`config.mk`:
```
export PLATFORM = sky130hd
export DESIGN_NAME = video_expand_24to30
export DESIGN_NICKNAME = d
export VERILOG_FILES = /design/src/rtl/video_expand_24to30_pkg.sv /design/src/rtl/video_expand_24to30_skid_buf.sv /design/src/rtl/video_expand_24to30.sv
export SDC_FILE = /design/constraint.sdc
export NUM_CORES = 1
export LEC_CHECK = 0
export ABC_CLOCK_PERIOD_IN_PS = 2000
export CAP_MARGIN = 20
export CORE_MARGIN = 3
export CORE_UTILIZATION = 47
export DETAILED_ROUTE_END_ITERATION = 10
export MAX_ROUTING_LAYER = met4
export PLACE_DENSITY = 0.76
export SLEW_MARGIN = 20
export SYNTH_ARGS = -nofsm -noshare
export SYNTH_HDL_FRONTEND = slang
export SYNTH_SLANG_ARGS = --single-unit
```
`constraint.sdc`:
```
create_clock -name clk -period 2 [get_ports clk]
set_clock_uncertainty 0.05 [all_clocks]
set_input_delay 0.6 -clock clk [delete_from_list [all_inputs] [get_ports clk]]
set_output_delay 0.6 -clock clk [all_outputs]
set_load 0.03 [all_outputs]
```
`src/rtl/video_expand_24to30_pkg.sv`:
```
// Shared video constants and the 8->10 bit channel expansion used by the
// capture-to-processing width expander.
package video_expand_24to30_pkg;

   localparam int IN_CH_W  = 8;
   localparam int OUT_CH_W = 10;
   localparam int CNT_W    = 12;

   // MSB replication keeps full-scale white at full scale (8'hFF -> 10'h3FF).
   function automatic logic [OUT_CH_W-1:0] expand_ch(input logic [IN_CH_W-1:0] x);
      return {x, x[IN_CH_W-1 -: (OUT_CH_W - IN_CH_W)]};
   endfunction

endpackage

```
`src/rtl/video_expand_24to30_skid_buf.sv`:
```
// Generic 2-entry AXI4-Stream skid buffer; the input ready is a flop so there
// is no combinational path from downstream ready back to upstream.
module axis_skid_buf #(
   parameter int DATA_W = 34
) (
   input  logic              clk,
   input  logic              rstn,
   input  logic [DATA_W-1:0] s_data,
   input  logic              s_valid,
   output logic              s_ready,
   output logic [DATA_W-1:0] m_data,
   output logic              m_valid,
   input  logic              m_ready
);

   logic [DATA_W-1:0] main_q, main_nxt, skid_q, skid_nxt;
   logic              main_vld_q, main_vld_nxt, skid_vld_q, skid_vld_nxt;
   logic              accept, xfer;

   assign accept = s_valid && s_ready;
   assign xfer   = main_vld_q && m_ready;

   always_comb begin
      main_nxt     = main_q;
      main_vld_nxt = main_vld_q;
      skid_nxt     = skid_q;
      skid_vld_nxt = skid_vld_q;
      if (skid_vld_q) begin
         // s_ready is low here, so no accept can collide with the refill.
         if (xfer) begin
            main_nxt     = skid_q;
            skid_vld_nxt = 1'b0;
         end
      end else if (accept) begin
         if (!main_vld_q || xfer) begin
            main_nxt     = s_data;
            main_vld_nxt = 1'b1;
         end else begin
            skid_nxt     = s_data;
            skid_vld_nxt = 1'b1;
         end
      end else if (xfer) begin
         main_vld_nxt = 1'b0;
      end
   end

   always_ff @(posedge clk or negedge rstn) begin
      if (!rstn) begin
         main_q     <= '0;
         main_vld_q <= 1'b0;
         skid_q     <= '0;
         skid_vld_q <= 1'b0;
         s_ready    <= 1'b0;
      end else begin
         main_q     <= main_nxt;
         main_vld_q <= main_vld_nxt;
         skid_q     <= skid_nxt;
         skid_vld_q <= skid_vld_nxt;
         // Track the next skid state so ready drops on the edge the skid fills.
         s_ready    <= !skid_vld_nxt;
      end
   end

   assign m_data  = main_q;
   assign m_valid = main_vld_q;

endmodule

```
`src/rtl/video_expand_24to30.sv`:
```
// 24-bit RGB to 30-bit (in 32) RGB AXI4-Stream expander with skid-buffered
// handshake, line/frame geometry checking and a frame counter.
module video_expand_24to30
   import video_expand_24to30_pkg::*;
#(
   parameter int H_ACTIVE = 1280,
   parameter int V_ACTIVE = 720
) (
   input  logic        clk,
   input  logic        rstn,
   input  logic [23:0] s_axis_video_tdata,
   input  logic        s_axis_video_tvalid,
   input  logic        s_axis_video_tuser,
   input  logic        s_axis_video_tlast,
   output logic        s_axis_video_tready,
   output logic [31:0] m_axis_video_tdata,
   output logic        m_axis_video_tvalid,
   output logic        m_axis_video_tuser,
   output logic        m_axis_video_tlast,
   input  logic        m_axis_video_tready,
   input  logic        err_clr,
   output logic        line_err,
   output logic        frame_err,
   output logic [15:0] frame_cnt
);

   localparam int                 PAYLOAD_W = 34;
   localparam logic [CNT_W-1:0]   H_BEATS   = CNT_W'(H_ACTIVE);
   localparam logic [CNT_W-1:0]   V_LINES   = CNT_W'(V_ACTIVE);

   logic [PAYLOAD_W-1:0] in_payload, out_payload;
   logic                 accept;
   logic [CNT_W-1:0]     px_cnt, px_nxt, px_base, px_inc;
   logic [CNT_W-1:0]     line_cnt, line_nxt, line_base;
   logic                 seen_sof, line_err_set, frame_err_set;

   assign in_payload = {s_axis_video_tuser, s_axis_video_tlast, 2'b00,
                        expand_ch(s_axis_video_tdata[23:16]),
                        expand_ch(s_axis_video_tdata[15:8]),
                        expand_ch(s_axis_video_tdata[7:0])};

   axis_skid_buf #(.DATA_W(PAYLOAD_W)) u_skid (
      .clk     (clk),
      .rstn    (rstn),
      .s_data  (in_payload),
      .s_valid (s_axis_video_tvalid),
      .s_ready (s_axis_video_tready),
      .m_data  (out_payload),
      .m_valid (m_axis_video_tvalid),
      .m_ready (m_axis_video_tready)
   );

   assign m_axis_video_tuser = out_payload[33];
   assign m_axis_video_tlast = out_payload[32];
   assign m_axis_video_tdata = out_payload[31:0];

   assign accept = s_axis_video_tvalid && s_axis_video_tready;

   // Geometry checker: an SOF beat restarts both counters and counts as beat 1.
   always_comb begin
      px_nxt        = px_cnt;
      line_nxt      = line_cnt;
      px_base       = px_cnt;
      line_base     = line_cnt;
      line_err_set  = 1'b0;
      frame_err_set = 1'b0;
      if (accept && s_axis_video_tuser) begin
         px_base   = '0;
         line_base = '0;
         if (px_cnt != '0) line_err_set = 1'b1;
         if (seen_sof && line_cnt != V_LINES) frame_err_set = 1'b1;
      end
      px_inc = px_base + CNT_W'(1);
      if (accept) begin
         px_nxt   = px_inc;
         line_nxt = line_base;
         if (s_axis_video_tlast) begin
            if (px_inc != H_BEATS) line_err_set = 1'b1;
            px_nxt   = '0;
            line_nxt = line_base + CNT_W'(1);
         end
      end
   end

   always_ff @(posedge clk or negedge rstn) begin
      if (!rstn) begin
         px_cnt    <= '0;
         line_cnt  <= '0;
         seen_sof  <= 1'b0;
         frame_cnt <= '0;
         line_err  <= 1'b0;
         frame_err <= 1'b0;
      end else begin
         px_cnt   <= px_nxt;
         line_cnt <= line_nxt;
         if (accept && s_axis_video_tuser) begin
            seen_sof  <= 1'b1;
            frame_cnt <= frame_cnt + 16'd1;
         end
         // A fresh error wins over a simultaneous clear.
         if (line_err_set)  line_err <= 1'b1;
         else if (err_clr)  line_err <= 1'b0;
         if (frame_err_set) frame_err <= 1'b1;
         else if (err_clr)  frame_err <= 1'b0;
      end
   end

endmodule

```
==> results_dict.tcl, run 1 <==
set metrics [dict create \
    cts_buffers 9 \
    synth_edf_count 0 \
    total_power_mw 7.50 \
    fin_cells 642 \
    drc_errors 0 \
    crit_required_ns 1.35 \
    critPathTopFamily "flip-flops" \
    synth_cells 411 \
    cts-root-buf "clkbuf_8" \
    ys_types 45 \
    grt_pass1_wl_um 16400 \
    leakagePower_nw 2.69 \
    switching_share 0.408 \
    avgRoutedWirePerCell_um 15.4 \
    routed-via-count 3444 \
    max_stage_delay_ns 0.48 \
    die_h_um 104 \
    fin_ws_ns 0.0737 \
    dieArea_sq_mm 0.0108 \
    grt_usage 0.191 \
    fillers 753 \
    clkSinkCount 98 \
    grt_use_met3 0.0399 \
    postCtsHoldBufs 0 \
    fin_crit_ns 1.93 \
    place_congestion 0.862 \
    syn_area_per_cell_sq_um 10.9 \
    final_area_sq_mm 0.00580 \
    final_nets 541 \
    regArea_sq_mm 0.00245 \
    syn_area_sq_mm 0.00449 \
    drtPass1Iterations 4 \
    worstSkewPairLatency_ns 0.37 \
    antenna_found_initial 0 \
    hp-class "primary input to async pin" \
    dpl.hpwl_um 7000 \
    comb_power_share 0.422 \
    cp_slowest_cell "dfrtp_1" \
    switchingPower_mw 3.06 \
    drt_iter0_markers 165 \
    period_share 0.963 \
    drt-total-wl_um 9880 \
    status "finished clean" \
    pre_cts_slack_ns -0.479 \
    antenna_cells 0 \
    cts_buffer_depth 2 \
    cp.depth 1 \
    area_growth_pct 29.2 \
    synth_warnings 0 \
    endpoint_kind "output pin" \
    finalSetupViolCount 0 \
    routed_via_density 5.36 \
    met1_usage 0.242 \
    h-tree-depth 3 \
    initial_core_util 0.486 \
    cp_max_fo 6 \
    cp.arrival_ns 1.28 \
    seq_area_frac_synth 0.546 \
    grt-busiest-layer "met2" \
    grt_use_met2 0.309 \
    drive_gt1_frac 0.181 \
    fp.dieW_um 104 \
    clkPwrFrac 0.160 \
    clkTransAtPathRegs_ns 0.10 \
    p_per_area_mw_per_mm2 1290 \
    std_cell_rows 35 \
    drv_slew 0 \
    coreArea_sq_mm 0.00924 \
    first_global_vias 3431 \
    crit_path_start_kind "register" \
    path_cells "dlygate4sd2_1" \
    p_seq_frac 0.419 \
    ys_seq_elements 98 \
    multi_input_area_sq_mm 0.00192 \
    path_buf_inv 1 \
    synthArstFlopShare 1.00 \
    cts_tree "built" \
    max-vdd-ir-drop_mv 0.776 \
    port_buffers 82 \
    r2r_cells 4 \
    grt_max_degree 39 \
    dpl_cell_area_sq_mm 0.00565 \
    grt-ovfl-total 0 \
    postSynth.topFlopCell "dfrtp_1" \
    path_class "register to output pin" \
    finish.utilization 0.627 \
    timing.fmax_mhz 519 \
    hold_viol_final 0 \
    intPower_mw 4.44 \
    cap_violations 0 \
    placed_cells 624 \
    pin_count 85 \
    ant_nets 0 \
]
-- power by group through the flow --
stage / combinational, mW / sequential, mW / clock (mW)
detailed placement: 3.45 / 3.19 / 0
global placement: 3.35 / 3.16 / 0
floorplan: 1.59 / 3.68 / 0
CTS: 3.20 / 3.14 / 1.23
global route: 3.41 / 3.23 / 1.33
finish: 3.16 / 3.14 / 1.20
-- cell usage after synthesis (9+ instances only) --
master	n	area (sq um)
dfrtp_1	98	2450
nand2_1	50	188
o21ai_0	39	195
mux2i_1	27	270
mux2_2	26	293
nor2_1	16	60.1
xnor2_1	15	131
clkbuf_1	14	52.6
buf_4	11	82.6
nand3_1	10	50.1
nand4_1	10	62.6
nor4_1	9	56.3
-- registers in the layout, indices dropped and copies added (netlist names), 12 cells and up --
signal	flops
frame_cnt	16
line_cnt	12
px_cnt	12
u_skid.m_data	26
u_skid.skid_q	26
-- layer usage --
metal | share of wire | wire (um) | up-vias
met5 | 0 | 0 | -
met4 | 0.019 | 188 | 0
met3 | 0.051 | 507 | 15
met2 | 0.48 | 4780 | 98
met1 | 0.45 | 4400 | 1696
li1 | - | - | 1635
-- worst register-to-register path, stage by stage (launching register included) --
cell and delay [ns]:
dfrtp_1 0.46, nand3_2 0.15, or4_1 0.42, or4_1 0.42, a32o_1 0.27
-- final timing paths --
kind	startpoint	to	slack (ns)
hold reg to reg	frame_cnt[15]	frame_cnt[15]	0.42
max in group asynchronous	rstn	u_skid.skid_vld_q	1.22
setup / recovery	frame_cnt[0]	frame_cnt[0]	0.07
min in group clk	frame_cnt[15]	frame_cnt[15]	0.42
hold / removal	rstn	px_cnt[2]	0.13
setup reg to reg	line_cnt[6]	frame_err	0.13
-- area by class of cell --
cell class                      instances  share of cell area
Clock buffer                            9              0.0214
Timing Repair Buffer                  115               0.181
Multi-Input combinational cell        276               0.331
Tap cell                              129              0.0278
Inverter                                8             0.00518
Clock inverter                          7              0.0101
Sequential cell                        98               0.423
-- kinds of logic (layout without fill, tap and decap cells) --
family,count (synthesis),after routing,share of synthesized area
AO/OA/AOI/OAI,70,70,0.0923
XOR/XNOR,22,22,0.0429
adder cells (fa/ha/maj),2,2,0.00557
buffers and inverters,38,139,0.0421
flip-flops,98,98,0.546
multiplexers,54,54,0.128
other,1,2,0.000836
AND/OR/NAND/NOR,126,126,0.142
-- stage by stage --
| stage | setup TNS [ns] | hold WS [ns] |
|---|---|---|
| floorplan | 0 | 0.254 |
| global placement | -24.16 | 0.404 |
| detailed placement | -26.43 | 0.403 |
| CTS | 0 | 0.131 |
| global route | -0.0127 | 0.137 |
| finish | 0 | 0.130 |
-- cells in the final DEF (no fill, tap or decap), types with 2 or more instances in the layout --
cell | netlist | final
nand2_1 | 50 | 50
nor4_1 | 9 | 7
xor2_1 | 7 | 7
and2_4 | 0 | 2
a31oi_1 | 2 | 2
nand3_2 | 1 | 2
conb_1 | 1 | 2
inv_1 | 7 | 7
mux2_2 | 26 | 26
buf_12 | 0 | 4
inv_6 | 0 | 2
nand2b_1 | 2 | 2
nand3_1 | 10 | 9
clkbuf_8 | 0 | 9
dlygate4sd2_1 | 0 | 54
dfrtp_1 | 98 | 97
nand4_1 | 10 | 10
o311ai_0 | 3 | 3
and4_1 | 2 | 2
nor2_1 | 16 | 16
xnor2_1 | 15 | 15
o31ai_1 | 8 | 7
mux2i_1 | 27 | 27
or2_2 | 2 | 2
clkinv_2 | 0 | 2
buf_4 | 11 | 30
clkdlybuf4s50_1 | 0 | 26
inv_8 | 0 | 2
nor3_1 | 7 | 6
a21oi_1 | 8 | 8
and3_1 | 4 | 4
o21ai_0 | 39 | 39
or4_1 | 5 | 5
-- what timing repair did --
action	in CTS	in global routing
pin swaps	1	0
endpoints found under the setup margin	61	2
resized for setup	56	2
cloned	0	0
setup buffers	2	0
hold endpoints to repair	0	0
(Power assumes the default switching activity.)
==> run 2, diff against run 1 <==
- CORE_ASPECT_RATIO: not set -> 0.5
==> run 2 against run 1 <==
- routed wire length rose by 1.2%
- register-to-register slack got worse by 0.04 ns
- via count fell by 2.3%
- first-iteration DRC count fell by 7.9%
- combinational power rose by 1%
- worst hold slack got worse by 0.0065 ns
- maximum frequency rose by 0.35%
- clock-buffer cell count rose by 1
==> results_dict.tcl, run 2 (synthesis gave the netlist of run 1 again) <==
set metrics [dict create \
    cp.arrival_ns 2.11 \
    drc_errors 0 \
    crit_required_ns 2.19 \
    final_nets 544 \
    cts_buffer_depth 2 \
    drt_iter0_markers 152 \
    drive_gt1_frac 0.184 \
    area_growth_pct 32.3 \
    die_h_um 75.1 \
    met1_usage 0.254 \
    coreArea_sq_mm 0.00898 \
    worst_pin_slew_ns 0.634 \
    fillers 721 \
    p_seq_frac 0.387 \
    hold_viol_final 0 \
    placed_cells 614 \
    path_class "primary input to register" \
    fp.dieW_um 144 \
    fin_cells 633 \
    grt-busiest-layer "met2" \
    grt_use_met2 0.331 \
    final_cell_mix "dfrtp_1, dlygate4sd2_1, nand2_1, o21ai_0, buf_4" \
    dpl.hpwl_um 7020 \
    clkTransAtPathRegs_ns 0.07 \
    finalSetupViolCount 0 \
    h-tree-depth 3 \
    first_global_vias 3435 \
    p_per_area_mw_per_mm2 1360 \
    grt-ovfl-total 0 \
    port_buffers 82 \
    status "finished clean" \
    comb_power_share 0.396 \
    std_cell_rows 24 \
    grt_pass1_wl_um 16600 \
    finish.utilization 0.661 \
    place_congestion 0.848 \
    final_area_sq_mm 0.00594 \
    max-vdd-ir-drop_mv 0.635 \
    routed-via-count 3365 \
    initial_core_util 0.500 \
    clkPwrFrac 0.217 \
    routed_via_density 5.32 \
    total_power_mw 8.08 \
    antenna_found_initial 0 \
    period_share 0.960 \
    cap_violations 0 \
    endpoint_kind "register" \
    cp_max_fo 6 \
    grt_use_met3 0.0438 \
    grt_usage 0.202 \
    cts_buffers 9 \
    fin_crit_ns 1.92 \
    ant_nets 0 \
    pin_count 85 \
    worstSkewPairLatency_ns 0.34 \
    timing.fmax_mhz 521 \
    reg2reg_slack_ns 0.09 \
    dieArea_sq_mm 0.0108 \
    slew_headroom 0.572 \
    hp-class "primary input to async pin" \
    dpl_cell_area_sq_mm 0.00566 \
    leakagePower_nw 2.76 \
    cts-root-buf "clkbuf_16" \
    crit_path_start_kind "primary input" \
    cts_tree "built" \
    switching_share 0.381 \
    tns_ns 0 \
    avgRoutedWirePerCell_um 15.8 \
    switchingPower_mw 3.08 \
    antenna_cells 0 \
    grt_max_degree 33 \
    layout_commonest_cell "dfrtp_1" \
    drv_slew 0 \
    postCtsHoldBufs 0 \
    drtPass1Iterations 5 \
    drt-total-wl_um 9990 \
    clkSinkCount 98 \
    intPower_mw 5.00 \
]
==> run 2: changes by cell type in the layout (fill, tap and decap cells not counted), moves of 2 or more <==
cell,delta
inv_8,-2
buf_4,+2
clkbuf_16,+9
clkbuf_8,-8
==> run 2: layer usage <==
layer	up-vias	part of all wire	wire length [um]
met2	54	0.49	4930
met1	1658	0.47	4670
met3	7	0.029	289
li1	1646	-	-
met5	-	0	0
met4	0	0.0097	97
==> run 2: timing repair <==
action	4_1_cts	5_1_grt
endpoints found under the setup margin	86	2
setup buffers	3	0
cloned	0	0
pin swaps	2	0
resized for setup	54	3
==> run 2: final cells by class <==
class	instances	area (sq um)	share of cell area
Sequential cell	98	2450	0.413
Multi-Input combinational cell	276	1920	0.323
Timing Repair Buffer	118	1090	0.183
Clock buffer	10	239	0.0402
Tap cell	117	146	0.0247
Clock inverter	6	65.1	0.0110
Inverter	8	30.0	0.00506
==> run 2: path summary, 6_finish.rpt <==
kind	end	depth (start not counted)	start
max in group asynchronous	u_skid.m_data[6]	2	rstn
max	line_cnt[8]	9	s_axis_video_tvalid
min	line_cnt[6]	1	rstn
min reg2reg	frame_cnt[15]	1	frame_cnt[15]
min in group clk	frame_cnt[15]	1	frame_cnt[15]
max reg2reg	px_cnt[11]	4	px_cnt[1]
==> run 2: per-stage QoR <==
stage                     hold slack [ns]  setup WS (ns)
after global routing                0.137        -0.0220
after global placement              0.402         -0.427
after CTS                           0.132        0.00497
final                               0.124         0.0804
after detailed placement            0.404         -0.491
after floorplan                     0.254         0.0164
==> run 2: worst max-delay path, stage by stage <==
cell,delay [ns]
dlygate4sd2_1,0.29
nand3_2,0.14
and2_4,0.17
ha_4,0.13
nand4_1,0.16
buf_4,0.22
nor4_2,0.18
xnor2_1,0.16
nor2_1,0.05
==> run 2: power by group through the flow <==
stage	sequential (mW)	clock (mW)	combinational, mW
finish	3.13	1.75	3.20
global route	3.23	1.88	3.48
CTS	3.13	1.80	3.23
detailed placement	3.18	0	3.47
global placement	3.15	0	3.38
floorplan	3.68	0	1.59
